$ cat src/rtl/rr_bus_arbiter_pkg.sv
// Shared definitions for the round-robin bus arbiter: state encodings,
// requester count, default hold limit and the round-robin pick function.
package rr_bus_arbiter_pkg;

    localparam int ARB_NREQ             = 4;
    localparam int ARB_MAX_HOLD_DEFAULT = 8;

    localparam logic [0:0] ST_IDLE  = 1'b0;
    localparam logic [0:0] ST_GRANT = 1'b1;

    // Returns {found, index} of the first set request in the order
    // last+1, last+2, last+3, last (mod 4). With excl_last set, the
    // 'last' slot is skipped so the current owner cannot win again.
    function automatic logic [2:0] rr_pick(input logic [3:0] req,
                                           input logic [1:0] last,
                                           input logic       excl_last);
        logic [2:0] r;
        logic [1:0] idx;
        r = 3'b000;
        // Walk from lowest to highest priority so the highest one wins.
        for (int k = 4; k >= 1; k--) begin
            idx = last + 2'(k);
            if (req[idx] && !(excl_last && (k == 4))) begin
                r = {1'b1, idx};
            end
        end
        return r;
    endfunction

endpackage

$ cat src/rtl/bit32_mux4to1.sv
// Combinational 4:1 word multiplexer for the shared result bus.
module bit32_mux4to1 #(
    parameter int WIDTH = 32
) (
    input  logic [1:0]       sel,
    input  logic [WIDTH-1:0] in1,
    input  logic [WIDTH-1:0] in2,
    input  logic [WIDTH-1:0] in3,
    input  logic [WIDTH-1:0] in4,
    output logic [WIDTH-1:0] out
);

    // Select one requester word by index.
    always_comb begin
        out = in1;
        case (sel)
            2'd0: out = in1;
            2'd1: out = in2;
            2'd2: out = in3;
            2'd3: out = in4;
            default: out = in1;
        endcase
    end

endmodule

$ cat src/rtl/rr_bus_arbiter.sv
// Round-robin arbiter for one shared result bus among four requesters.
// Tenure is bounded by a hold counter when others are waiting; the
// owner's word is registered onto the output bus.
//
// state    | meaning
// ---------+---------------------------------------------------------
// ST_IDLE  | no owner, gnt = 0, waiting for any request
// ST_GRANT | one requester owns the bus; last/sel hold its index
module rr_bus_arbiter
    import rr_bus_arbiter_pkg::*;
#(
    parameter int WIDTH    = 32,
    parameter int MAX_HOLD = ARB_MAX_HOLD_DEFAULT
) (
    input  logic                clk,
    input  logic                reset,
    input  logic [ARB_NREQ-1:0] req,
    input  logic [WIDTH-1:0]    in1,
    input  logic [WIDTH-1:0]    in2,
    input  logic [WIDTH-1:0]    in3,
    input  logic [WIDTH-1:0]    in4,
    output logic [ARB_NREQ-1:0] gnt,
    output logic [1:0]          sel,
    output logic [WIDTH-1:0]    out,
    output logic                out_valid
);

    localparam logic [7:0] HOLD_LAST = 8'(MAX_HOLD - 1);

    logic [0:0]          state, state_nx;
    logic [1:0]          last, last_nx;
    logic [7:0]          hold_cnt, hold_nx;
    logic [ARB_NREQ-1:0] gnt_nx;
    logic [1:0]          sel_nx;
    logic [WIDTH-1:0]    mux_out;
    logic                owner_req;
    logic                others_req;
    logic                load;
    logic [2:0]          pick_all;
    logic [2:0]          pick_ex;

    // The mux is steered by the registered select, so data lags gnt by one cycle.
    bit32_mux4to1 #(.WIDTH(WIDTH)) u_mux (
        .sel (sel),
        .in1 (in1),
        .in2 (in2),
        .in3 (in3),
        .in4 (in4),
        .out (mux_out)
    );

    // While granted, 'last' is the owner's index.
    assign owner_req  = req[last];
    assign others_req = |(req & ~(4'b0001 << last));
    assign pick_all   = rr_pick(req, last, 1'b0);
    assign pick_ex    = rr_pick(req, last, 1'b1);
    assign load       = (state == ST_GRANT) && owner_req;

    // Next-state arbitration: initial grant, stay, release on drop, forced release.
    always_comb begin
        state_nx = state;
        last_nx  = last;
        hold_nx  = hold_cnt;
        gnt_nx   = gnt;
        sel_nx   = sel;
        case (state)
            ST_IDLE: begin
                if (pick_all[2]) begin
                    state_nx = ST_GRANT;
                    last_nx  = pick_all[1:0];
                    sel_nx   = pick_all[1:0];
                    gnt_nx   = 4'b0001 << pick_all[1:0];
                    hold_nx  = 8'd0;
                end
            end
            ST_GRANT: begin
                if (!owner_req) begin
                    hold_nx = 8'd0;
                    if (pick_all[2]) begin
                        last_nx = pick_all[1:0];
                        sel_nx  = pick_all[1:0];
                        gnt_nx  = 4'b0001 << pick_all[1:0];
                    end else begin
                        state_nx = ST_IDLE;
                        gnt_nx   = 4'b0000;
                    end
                end else if ((hold_cnt == HOLD_LAST) && others_req) begin
                    hold_nx = 8'd0;
                    last_nx = pick_ex[1:0];
                    sel_nx  = pick_ex[1:0];
                    gnt_nx  = 4'b0001 << pick_ex[1:0];
                end else if (hold_cnt != HOLD_LAST) begin
                    hold_nx = hold_cnt + 8'd1;
                end
            end
            default: begin
                state_nx = ST_IDLE;
                gnt_nx   = 4'b0000;
            end
        endcase
    end

    // Control registers; reset leaves requester 0 with first priority.
    always_ff @(posedge clk) begin
        if (reset) begin
            state    <= ST_IDLE;
            last     <= 2'd3;
            hold_cnt <= 8'd0;
            gnt      <= 4'b0000;
            sel      <= 2'd0;
        end else begin
            state    <= state_nx;
            last     <= last_nx;
            hold_cnt <= hold_nx;
            gnt      <= gnt_nx;
            sel      <= sel_nx;
        end
    end

    // Output bus: capture the owner's word while it is still requesting.
    always_ff @(posedge clk) begin
        if (reset) begin
            out       <= '0;
            out_valid <= 1'b0;
        end else begin
            out_valid <= load;
            if (load) begin
                out <= mux_out;
            end
        end
    end

endmodule

$ cat config.mk
export PLATFORM = sky130hd
export DESIGN_NAME = rr_bus_arbiter
export DESIGN_NICKNAME = d
export VERILOG_FILES = /design/src/rtl/rr_bus_arbiter_pkg.sv /design/src/rtl/bit32_mux4to1.sv /design/src/rtl/rr_bus_arbiter.sv
export SDC_FILE = /design/constraint.sdc
export NUM_CORES = 1
export LEC_CHECK = 0
export CAP_MARGIN = 10
export CORE_UTILIZATION = 30
export CTS_CLUSTER_SIZE = 16
export DETAILED_ROUTE_END_ITERATION = 10
export PLACE_DENSITY = 0.62
export SYNTH_ARGS = -nofsm -noshare
export SYNTH_HDL_FRONTEND = slang
export SYNTH_SLANG_ARGS = --single-unit
$ cat constraint.sdc
create_clock -name clk -period 7.67 [get_ports clk]
set_input_delay 1.534 -clock clk [delete_from_list [all_inputs] [get_ports clk]]
set_output_delay 1.534 -clock clk [all_outputs]
set_load 0.02 [all_outputs]
# Word level (Yosys, flattened, before mapping)
# Index checks and enable logic that the tools add are counted.
[totals]
regBits = 50
latchBits = 0
ram_bits = 0
romBits = 0
inputBits = 134
wordCells = 71
mem_count = 0
[op_classes]
n_addsub = 4
multipliers = 0
n_div = 0
magnitude_cmp = 4
n_eq_ne = 8
shifts = 3
muxes = 36
bitwise_logic = 3
reduce_logical = 6
[op_table]
columns = ["op", "count"]
rows = [
  ["32-bit case mux with 4 select lines", 1],
  ["8-bit 2-to-1 mux", 4],
  ["2-bit 2-to-1 mux", 8],
  ["4-bit 2-to-1 mux", 4],
  ["8-bit case mux with 2 select lines", 1],
  ["2-bit by 3-bit less-than comparator with 1-bit output, second input constant", 4],
  ["3-bit 2-to-1 mux", 4],
  ["1-bit by 2-bit << shifter with 4-bit output, first input constant", 3],
  ["8-bit by 1-bit adder with 8-bit output, second input constant", 1],
  ["1-bit binary-select mux with 2-bit select", 4],
  ["8-bit by 3-bit == test with 1-bit output, second input constant", 1],
  ["8-bit by 3-bit != test with 1-bit output, second input constant", 1],
  ["2-bit case mux with 2 select lines", 2],
  ["4-bit case mux with 2 select lines", 1],
  ["1-bit 2-to-1 mux", 6],
  ["2-bit adder, second input constant", 2],
  ["4-bit AND", 1],
  ["2-bit == test, second input constant", 2],
  ["4-bit by 2-bit != test with 1-bit output, second input constant", 1],
  ["4-bit NOT", 1],
  ["2-bit AND reduction", 2],
  ["4-bit OR reduction", 1],
  ["3-bit by 2-bit != test with 1-bit output, second input constant", 1],
  ["2-bit by 1-bit adder with 2-bit output, second input constant", 1],
  ["other kinds (6)", 7],
]

# Depth between registers and ports, before layout
# Gate-level depths: netlist of run 1.
[depth]
ltp_word = 10
mapped_depth = 11

# Modules after synthesis
# Synthesis of run 1 repeated with hierarchy kept, for this count alone.
[hier_totals]
cells_unflattened = 333
hier_area_um2 = 3198.1
[modules_own_cells]
columns = ["mod", "instances", "cells_per_inst", "area_each_um2"]
rows = [
  ["rr_bus_arbiter", 1, 294, 2383.5],
  ["bit32_mux4to1", 1, 39, 814.5],
]

# Worst setup path after synthesis of run 1
# No wires, ideal clock.
[synth_path]
path_type = "input to register"
startpoint = "input req[1]"
endpoint = "register gnt[3]"
arrival_time_ns = 2.941
t_required_ns = 7.537
path_slack_ns = 4.596
cell_stages = 7
path_cell_list = "clkbuf_1 > or3_1 > a31o_2 > o32ai_1 > a21oi_1 > a221oi_1 > a211oi_1"
[synth_between]
elab_chain_len = 10
elab_cells_between_ends = 28
cone_classes = "eq/ne (2); shift (2); mux (20); bitwise (1); reduce/logical (3)"
[synth_lines]
columns = ["element", "line", "source"]
rows = [
  ["start, declared", "rr_bus_arbiter.sv:17", "input logic [ARB_NREQ-1:0] req,"],
  ["1-bit binary-select mux with 2-bit select", "--", ""],
  ["1-bit 2-to-1 mux (not written as such)", "rr_bus_arbiter_pkg.sv:23, rr_bus_arbiter.sv:53", ""],
  ["3-bit 2-to-1 mux (4 in a row)", "rr_bus_arbiter_pkg.sv:23", "if (req[idx] && !(excl_last && (k == 4))) begin"],
  ["1-bit by 2-bit << shifter with 4-bit output", "rr_bus_arbiter.sv:72, rr_bus_arbiter.sv:82", ""],
  ["4-bit 2-to-1 mux", "rr_bus_arbiter.sv:79", "if (pick_all[2]) begin"],
  ["4-bit 2-to-1 mux", "rr_bus_arbiter.sv:77", "if (!owner_req) begin"],
  ["4-bit case mux with 2 select lines", "rr_bus_arbiter.sv:66", "case (state)"],
  ["end signal, assigned", "rr_bus_arbiter.sv:115", "gnt <= gnt_nx;"],
  ["end, declared", "rr_bus_arbiter.sv:22", "output logic [ARB_NREQ-1:0] gnt,"],
]
# Parallel ways exist; a longest one is shown, timed or not. The select of a mux whose other input is x is not followed.
# A chain may end at the register's enable or synchronous reset.

# Worst setup path in the final report of run 1
[layout_path]
startpoint = "input req[3]"
endpoint = "register gnt[3]"
# The elaborated chain is that of the path after synthesis.

==> results.yml, run 1 <==
yosys:
  yosysSeqAreaShare_pct: 32.4
  synth.top_cells.by_area: "dfxtp_1 32%, mux4_2 26%, nand2_1 9.2%"
  yosysWarnings: 0
  ys.flop_type: "dfxtp_1"
  ys_types: 48
  async_reset_ff_share_pct: 0
  synthesis.nets: 472
  syn_area_sq_um: 3090
  synth_seq_cells: 50
  synth-edff-count: 0
  synth_top_area_share_pct: 32.4
  synthCells: 333
  synth_area_leader_cell: "dfxtp_1"
  syn_area_per_cell_sq_um: 9.27
clocking:
  path_clk_slew_ns: 0.09
  cts_hold_buffers: 0
  htreeDepth: 2
  cts.sinks: 50
  cts_buffer_depth: 2
  clock_latency_ns: 0.30
  cts_resized: 0
  cts_root_buffer: "clkbuf_8"
  cts_buffers: 5
  cts_setup_buffers: 0
  cts_tree: "yes"
setup_path:
  worstSetupEndpoint: "gnt[3]"
  r2r-end: "gnt[3]"
  r2r-start: "last[0]"
  startpoint: "req[3]"
  r2r_slack_ns: 4.64
  criticalPathCategory: "in -> reg"
  cp_max_fo: 23
  end_kind: "flop"
  arrival_ns: 3.95
  crit_path_start_kind: "input pin"
  reg2reg_depth: 8
  required_ns: 7.82
finish:
  antenna_cells: 0
  final_core_util_pct: 50.9
  nNetsFinal: 627
  seqCellArea_sq_um: 1000
  multi_input_area_sq_um: 1970
  design_area_sq_um: 5020
  drive_gt1_share_pct: 11.5
  syn_to_final_growth_pct: 62.7
  mostFrequentLayoutCells: "171 x clkdlybuf4s50_1, 76 x nand2_1, 49 x dfxtp_1, 44 x a21oi_1, 35 x mux4_2"
  fillers: 940
  layout_commonest_cell: "clkdlybuf4s50_1"
sta:
  post-route-min-period_ns: 3.80
  finalSetupViolCount: 0
  worst_pin_slew_ns: 0.884
  relSlewSlack_pct: 41.0
  tns_ns: 0
  finalCritPeriodShare_pct: 49.6
  maxSlewViolCount: 0
  fin_hold_ws_ns: 0.459
  fin_skew_ns: 0.0110
  max_freq_mhz: 263
  hold_viol: 0
  rsz0062_at_grt: "false"
die:
  die_area_sq_um: 10700
  coreArea_sq_um: 9860
  std_cell_rows: 36
  fp.dieW_um: 103
  start_util_pct: 31.3
  fp.dieH_um: 103
  io_pins: 173
global_routing:
  grt_usage_pct: 17.4
  globalRouteMet1Util_pct: 20.2
  grt_overflow_total: 0
  grt_first_pass_wirelength_um: 14400
  busiest_layer: "met2"
  grt_pass1_vias: 3040
  antenna_found_initial: 0
  use_met3_pct: 5.24
  grt_max_degree: 49
  use_met2_pct: 31.5
pwr:
  ir_drop_mv: 0.148
  p_leak_uw: 0.00175
  powerDensity_nw_per_um2: 262
  power.total_uw: 1310
worst_hold_path:
  hold_path.class: "reg -> reg"
  whs_path_depth: 2
placed_design:
  globalplace.congestion: 0.813
  numPortBuffers: 172
  placedInstanceArea_sq_um: 4880
  dp_hpwl_um: 7180
outcome:
  outcome: "finished clean"
routing:
  drt_iter0_drc: 98
  dr.pass1.iters: 4
  wirelength_um: 9260
  ant_nets: 0
  drc_errors: 0
  vias_per_cell: 5.01
  vias: 3119
  detail_route.wl_per_cell_um: 14.9
run:
  max_cap_violations: 0
## critical path, cell delays in order
cell	delay [ns]
clkdlybuf4s50_1	0.64
mux4_2	0.58
nand2_1	0.45
buf_16	0.23
a21oi_1	0.08
a221oi_1	0.32
a211oi_1	0.12
## flip-flops by register name (all words and copies together) (netlist names)
signal	flops
gnt	4
state	1
sel	2
last	2
out	32
out_valid	1
hold_cnt	8
## cell families after synthesis
family / synth area share [%]
compound gates: 14.1
xor+xnor: 0.851
fa+ha+maj: 2.03
buf+inv: 3.89
flops: 32.4
mux: 26.9
simple gates: 19.8
## worst min path at each step
| stage | end | slack [ns] | from |
|---|---|---|---|
| CTS | out[9] | 0.46 | out[9] |
| floorplan | hold_cnt[2] | 0.46 | hold_cnt[2] |
| finish | out[24] | 0.46 | out[24] |
| global placement | out[28] | 0.44 | out[28] |
| global route | out[10] | 0.47 | out[10] |
| detailed placement | out[24] | 0.45 | out[24] |
## report_power, final
| group | internal [uW] | leakage, uW | switching [uW] |
|---|---|---|---|
| sequential | 317 | 0.000409 | 47.5 |
| clock | 97.4 | 0.0000514 | 85.4 |
| combinational | 403 | 0.00129 | 365 |
## final cells by class
type                       count  area share, %
clock inverter                 2          0.747
timing repair buffer         176           35.2
multi-input combinational    252           39.1
clock buffer                   6           1.44
tap                          133           3.31
sequential                    50           20.0
inverter                       3          0.224
## Yosys cell counts, types with 2 or more instances
cell type   n
buf_2       3
o21bai_1    2
clkbuf_1   22
nand2b_1    5
and3_1      3
nor2_1     16
o2bb2ai_1   2
nand4_1     3
dfxtp_1    50
ha_1        5
mux2i_1     3
mux4_2     35
nand2_1    76
buf_1       3
o21ai_0     6
a2111oi_0   2
or3_1       3
nor3_1      8
nor2b_1     2
a221oi_1    2
nand3_1     6
inv_1       3
xor2_1      2
a21oi_1    44
a31oi_1     2
and2_1      3
## through the flow
step,cells,setup slack [ns]
after floorplan,333,4.60
after global placement,613,3.24
after detailed placement,613,3.19
after CTS,621,3.50
after global routing,622,3.69
final,622,3.87
## routing by layer
metal  vias up  wire (um)
met5         -          0
met4         0        104
met3        10        705
met2       121       4850
met1      1461       3600
li1       1527          -
(Power assumes the default switching activity.)
==> run 2, diff against run 1 <==
==> constraint.sdc (replaced) <==
create_clock -name clk -period 3.8 [get_ports clk]
set_input_delay 0.76 -clock clk [delete_from_list [all_inputs] [get_ports clk]]
set_output_delay 0.76 -clock clk [all_outputs]
set_load 0.02 [all_outputs]
==> results.yml, run 2 (same netlist as run 1, synthesis figures left out) <==
finish:
  nNetsFinal: 628
  fillers: 923
  layout_commonest_cell: "clkdlybuf4s50_1"
  top_register: "out"
  design_area_sq_um: 4980
  syn_to_final_growth_pct: 61.5
  antenna_cells: 0
  largest_reg_flops: 32
  mostFrequentLayoutCells: "171 x clkdlybuf4s50_1, 76 x nand2_1, 49 x dfxtp_1, 44 x a21oi_1, 35 x mux4_2"
  top_regs: "out x32, hold_cnt x8, gnt x4"
  drive_gt1_share_pct: 11.7
routing:
  vias: 3156
  drc_errors: 0
  drt_iter0_drc: 75
  vias_per_cell: 5.07
  dr.pass1.iters: 4
  wirelength_um: 9450
  ant_nets: 0
  detail_route.wl_per_cell_um: 15.2
setup_path:
  cp.depth: 8
  cp_cell_sequence: "inv_1, ha_1, mux4_2, nor2b_1, o21ai_0, a21oi_1, a221oi_1, a211oi_1"
  path_buf_inv: 1
  r2r_slack_ns: 0.74
  cp_top_family: "compound AO/OA/AOI/OAI gates"
  worstSetupEndpoint: "gnt[3]"
  crit_path_start_kind: "flop"
  end_kind: "flop"
  startpoint: "last[0]"
  reg2reg_depth: 8
  required_ns: 3.95
  criticalPathCategory: "reg -> reg"
  max_stage_delay_ns: 0.77
  r2r-end: "gnt[3]"
  arrival_ns: 3.21
  cp_max_fo: 18
  r2r-start: "last[0]"
  critPathSlowestCell: "dfxtp_1"
sta:
  fin_skew_ns: 0.00437
  post-route-min-period_ns: 3.06
  max_freq_mhz: 327
  finalSetupViolCount: 0
  maxSlewViolCount: 0
  finalCritPeriodShare_pct: 80.5
  tns_ns: 0
  hold_viol: 0
  fin_hold_ws_ns: 0.456
  relSlewSlack_pct: 41.7
  worst_pin_slew_ns: 0.875
  rsz0062_at_grt: "false"
worst_hold_path:
  worstHoldStart: "out[10]"
  hold_path.class: "reg -> reg"
global_routing:
  antenna_found_initial: 0
  grt_max_degree: 49
  grt_usage_pct: 18.3
  grt_first_pass_wirelength_um: 15100
  grt_overflow_total: 0
  grt_pass1_vias: 3162
pwr:
  powerDensity_nw_per_um2: 518
  ir_drop_mv: 0.227
  netSwitchingFraction_pct: 39.2
  power.total_uw: 2580
  clockPowerShare_pct: 11.9
  p_sw_uw: 1010
  p_seq_share_pct: 30.0
  power.internal_uw: 1570
  p_comb_share_pct: 58.1
  p_leak_uw: 0.00173
clocking:
  cts_setup_buffers: 0
  cts_buffers: 5
  htreeDepth: 2
  cts_hold_buffers: 0
  cts_resized: 0
  cts_buffer_depth: 2
  path_clk_slew_ns: 0.09
  clock_latency_ns: 0.30
  cts_root_buffer: "clkbuf_8"
  cts.sinks: 50
  cts_tree: "yes"
die:
  die_area_sq_um: 10700
  io_pins: 173
  std_cell_rows: 36
  start_util_pct: 31.3
  fp.dieW_um: 103
  fp.dieH_um: 103
  coreArea_sq_um: 9860
placed_design:
  placedInstanceArea_sq_um: 4900
  globalplace.congestion: 0.798
  numPortBuffers: 172
  dp_hpwl_um: 7450
run:
  max_cap_violations: 0
outcome:
  outcome: "finished clean"
## run 2: cell count changes in the layout (fill, tap and decap cells not counted)
cell        delta
bufinv_16      -1
buf_16         -1
clkbuf_1       -1
buf_4          +2
clkinvlp_4     +1
## run 2: worst min-delay path by stage
stage | slack, ns | cells after the start | end
floorplan | 0.46 | 2 | hold_cnt[2]
CTS | 0.46 | 2 | out[17]
global placement | 0.44 | 2 | out[2]
global route | 0.47 | 2 | out[17]
detailed placement | 0.45 | 2 | out[17]
finish | 0.46 | 2 | out[10]
## run 2: power by group through the flow
| stage | sequential (uW) | clock, uW | combinational (uW) |
|---|---|---|---|
| 6_report | 775 | 307 | 1500 |
| 5_1_grt | 800 | 340 | 1640 |
| 4_1_cts | 780 | 315 | 1520 |
| 3_5_place_dp | 791 | 0 | 1520 |
| 3_3_place_gp | 785 | 0 | 1510 |
| 2_1_floorplan | 828 | 0 | 952 |
## run 2: tightest hold or removal path, delay by kind of cell (launching register included)
family | cells | cell delay, ns
simple gates | 1 | 0.05
compound gates | 1 | 0.05
flops | 1 | 0.32
## run 2: per-layer routing
layer | global-route usage (%) | up-vias | routed length [um] | share of wire (%)
met5 | 0 | - | 0 | 0
met4 | 5.31 | 0 | 151 | 1.6
met3 | 5.71 | 15 | 736 | 7.8
met2 | 32.6 | 108 | 4940 | 52
met1 | 21.0 | 1504 | 3620 | 38
li1 | - | 1529 | - | -
## run 2: final cells by class
| cell class | instances | area [sq um] | share of cell area, % |
|---|---|---|---|
| clock buffers | 5 | 68.8 | 1.38 |
| clock inverters | 2 | 15.0 | 0.301 |
| inverters | 3 | 11.3 | 0.226 |
| multi-input cells | 252 | 1970 | 39.4 |
| flip-flops and latches | 50 | 1000 | 20.1 |
| well taps | 133 | 166 | 3.34 |
| repair buffers | 177 | 1750 | 35.2 |
## run 2: through the flow
step | utilization (%) | worst slack [ns] | std cells
after floorplan | - | 0.964 | 333
after global placement | 49.7 | 0.719 | 615
after detailed placement | 49.7 | 0.650 | 615
after CTS | 50.5 | 0.780 | 622
after global routing | 50.5 | 0.474 | 622
final | 50.5 | 0.742 | 622
==> RTL edit: new RTL, config.mk and constraints of run 1 <==
`WIDTH` is set to 32 in 2 places; all go to 36.
--- a/src/rtl/bit32_mux4to1.sv
+++ b/src/rtl/bit32_mux4to1.sv
@@ -1,6 +1,6 @@
 // Combinational 4:1 word multiplexer for the shared result bus.
 module bit32_mux4to1 #(
-    parameter int WIDTH = 32
+    parameter int WIDTH = 36
 ) (
     input  logic [1:0]       sel,
     input  logic [WIDTH-1:0] in1,
--- a/src/rtl/rr_bus_arbiter.sv
+++ b/src/rtl/rr_bus_arbiter.sv
@@ -9,7 +9,7 @@
 module rr_bus_arbiter
     import rr_bus_arbiter_pkg::*;
 #(
-    parameter int WIDTH    = 32,
+    parameter int WIDTH    = 36,
     parameter int MAX_HOLD = ARB_MAX_HOLD_DEFAULT
 ) (
     input  logic                clk,
Ports: changed (5 resized); port bits go from 173 to 193. The function was not compared with the original's and may differ.
==> RTL edit against run 1 <==
Worst setup slack worse by 0.25 ns. Sequential cell count is 4 higher. Power is 20% lower. Cell area is 8.5% higher. Area after synthesis is 9.5% higher. Synthesized cell count is 7.8% higher. Wire length is 15% higher. Via count is 9.5% higher.
==> RTL edit: results (changes against run 1) <==
[run_status]
outcome = finished, final reports clean  ; unchanged

[timing]
worst_pin_slew_ns = 0.986  ; was 0.884 ns
fin_hold_ws_ns = 0.461  ; was 0.459 ns
finClkSkew_ns = 0.0166  ; was 0.0110 ns
post-route-period-util_pct = 52.8  ; was 49.6%

[global_route]
grt_pass1_wl_um = 16300  ; was 14,400 um
grt_max_degree = 55  ; was 49
use_met1_pct = 21.3  ; was 20.2%
use_met3_pct = 3.92  ; was 5.24%
grt_use_met2_pct = 32.8  ; was 31.5%
track_usage_pct = 17.8  ; was 17.4%

[setup_path]
crit_fanout = 43  ; was 23
critPathLaunch = req[1]  ; was req[3]
rrSetupSlack_ns = 4.80  ; was 4.64 ns
reg2reg_depth = 5  ; was 8
cpPeakStageDelay_ns = 0.66  ; was 0.64 ns
arrival_ns = 4.29  ; was 3.95 ns
reg2reg_from = last[1]  ; was last[0]
crit_family = simple AND/OR/NAND/NOR gates  ; was buffers and inverters
crit_path_end = hold_cnt[3]  ; was gnt[3]

[yosys]
synth_fa_ha_area_share_pct = 1.85  ; was 2.03%
ys_seq_area_share_pct = 32.0  ; was 32.4%
synth_area_leaders = dfxtp_1, mux4_2, nand2_1  ; unchanged
synth.area.mux_share_pct = 25.9  ; was 26.9%
ys_types = 53  ; was 48
synth_xor_area_share_pct = 0.777  ; was 0.851%
syn_nets = 514  ; was 472
synth_common_cells = nand2_1, dfxtp_1, a21oi_1  ; unchanged
synth_compound_area_share_pct = 17.0  ; was 14.1%
avgSynthCellArea_sq_um = 9.41  ; was 9.27 sq um

[drt]
viasPerCell = 5.09  ; was 5.01
m1WireLength_um = 4280  ; was 3600 um
dr_wl_met2_um = 5540  ; was 4850 um
dr.pass1.iters = 4  ; unchanged
drt_iter0_drc = 146  ; was 98
dr_wl_met3_um = 806  ; was 705 um
routedWlPerCell_um = 15.9  ; was 14.9 um

[pwr]
vdd_drop_max_mv = 0.107  ; was 0.148 mV
leakage_nw = 1.85  ; was 1.75 nW

[cts]
cts_setup_buffers = 0  ; unchanged
cts_buffers = 5  ; unchanged
root_buffer = clkbuf_8  ; unchanged
clkTransAtPathRegs_ns = 0.11  ; was 0.09 ns

[placement]
dpl.hpwl_um = 8240  ; was 7180 um
dp.cells = 663  ; was 613
portBuffers = 192  ; was 172
place_ws_ns = 3.28  ; was 3.19 ns
dpl-instance-area_sq_um = 5360  ; was 4880 sq um
gp_congestion = 0.825  ; was 0.813

[finish]
nNetsFinal = 685  ; was 627
finalNonFillerCells = 671  ; was 622
drive_gt1_share_pct = 11.3  ; was 11.5%
top_regs = out x36, hold_cnt x8, gnt x4  ; was out x32, hold_cnt x8, gnt x4

[hold_path]
min_path_cells = 2  ; unchanged
min_to = out[35]  ; was out[24]
holdCritStartpoint = out[35]  ; was out[24]

[RTL edit: changes by cell type in the layout (fill, tap and decap cells not counted), sizes merged, moves of 4 or more]
cell / change
nand2: +6
nor2: -7
dfxtp: +4
a211oi: +6
nor2b: +4
clkdlybuf4s50: +20
[RTL edit: report_power, final]
part           switching [mW]  total, mW  internal (mW)
sequential             0.0507      0.371          0.320
combinational           0.233      0.521          0.289
clock                  0.0946      0.159         0.0646
[RTL edit: area by class of cell]
cell class                      instances  area [sq um]
Tap cell                              140           175
Clock buffer                            5          68.8
Inverter                                5          18.8
Clock inverter                          3          18.8
Multi-Input combinational cell        270          2150
Timing Repair Buffer                  194          1930
Sequential cell                        54          1080
Fill cell                            1038          5440
[RTL edit: worst register-to-register path: cells and delay by family, from the launching register on]
family           cells  cell delay, ns
AO/OA/AOI/OAI        2            0.36
flip-flops           1            0.71
multiplexers         1            0.60
AND/OR/NAND/NOR      2            1.16
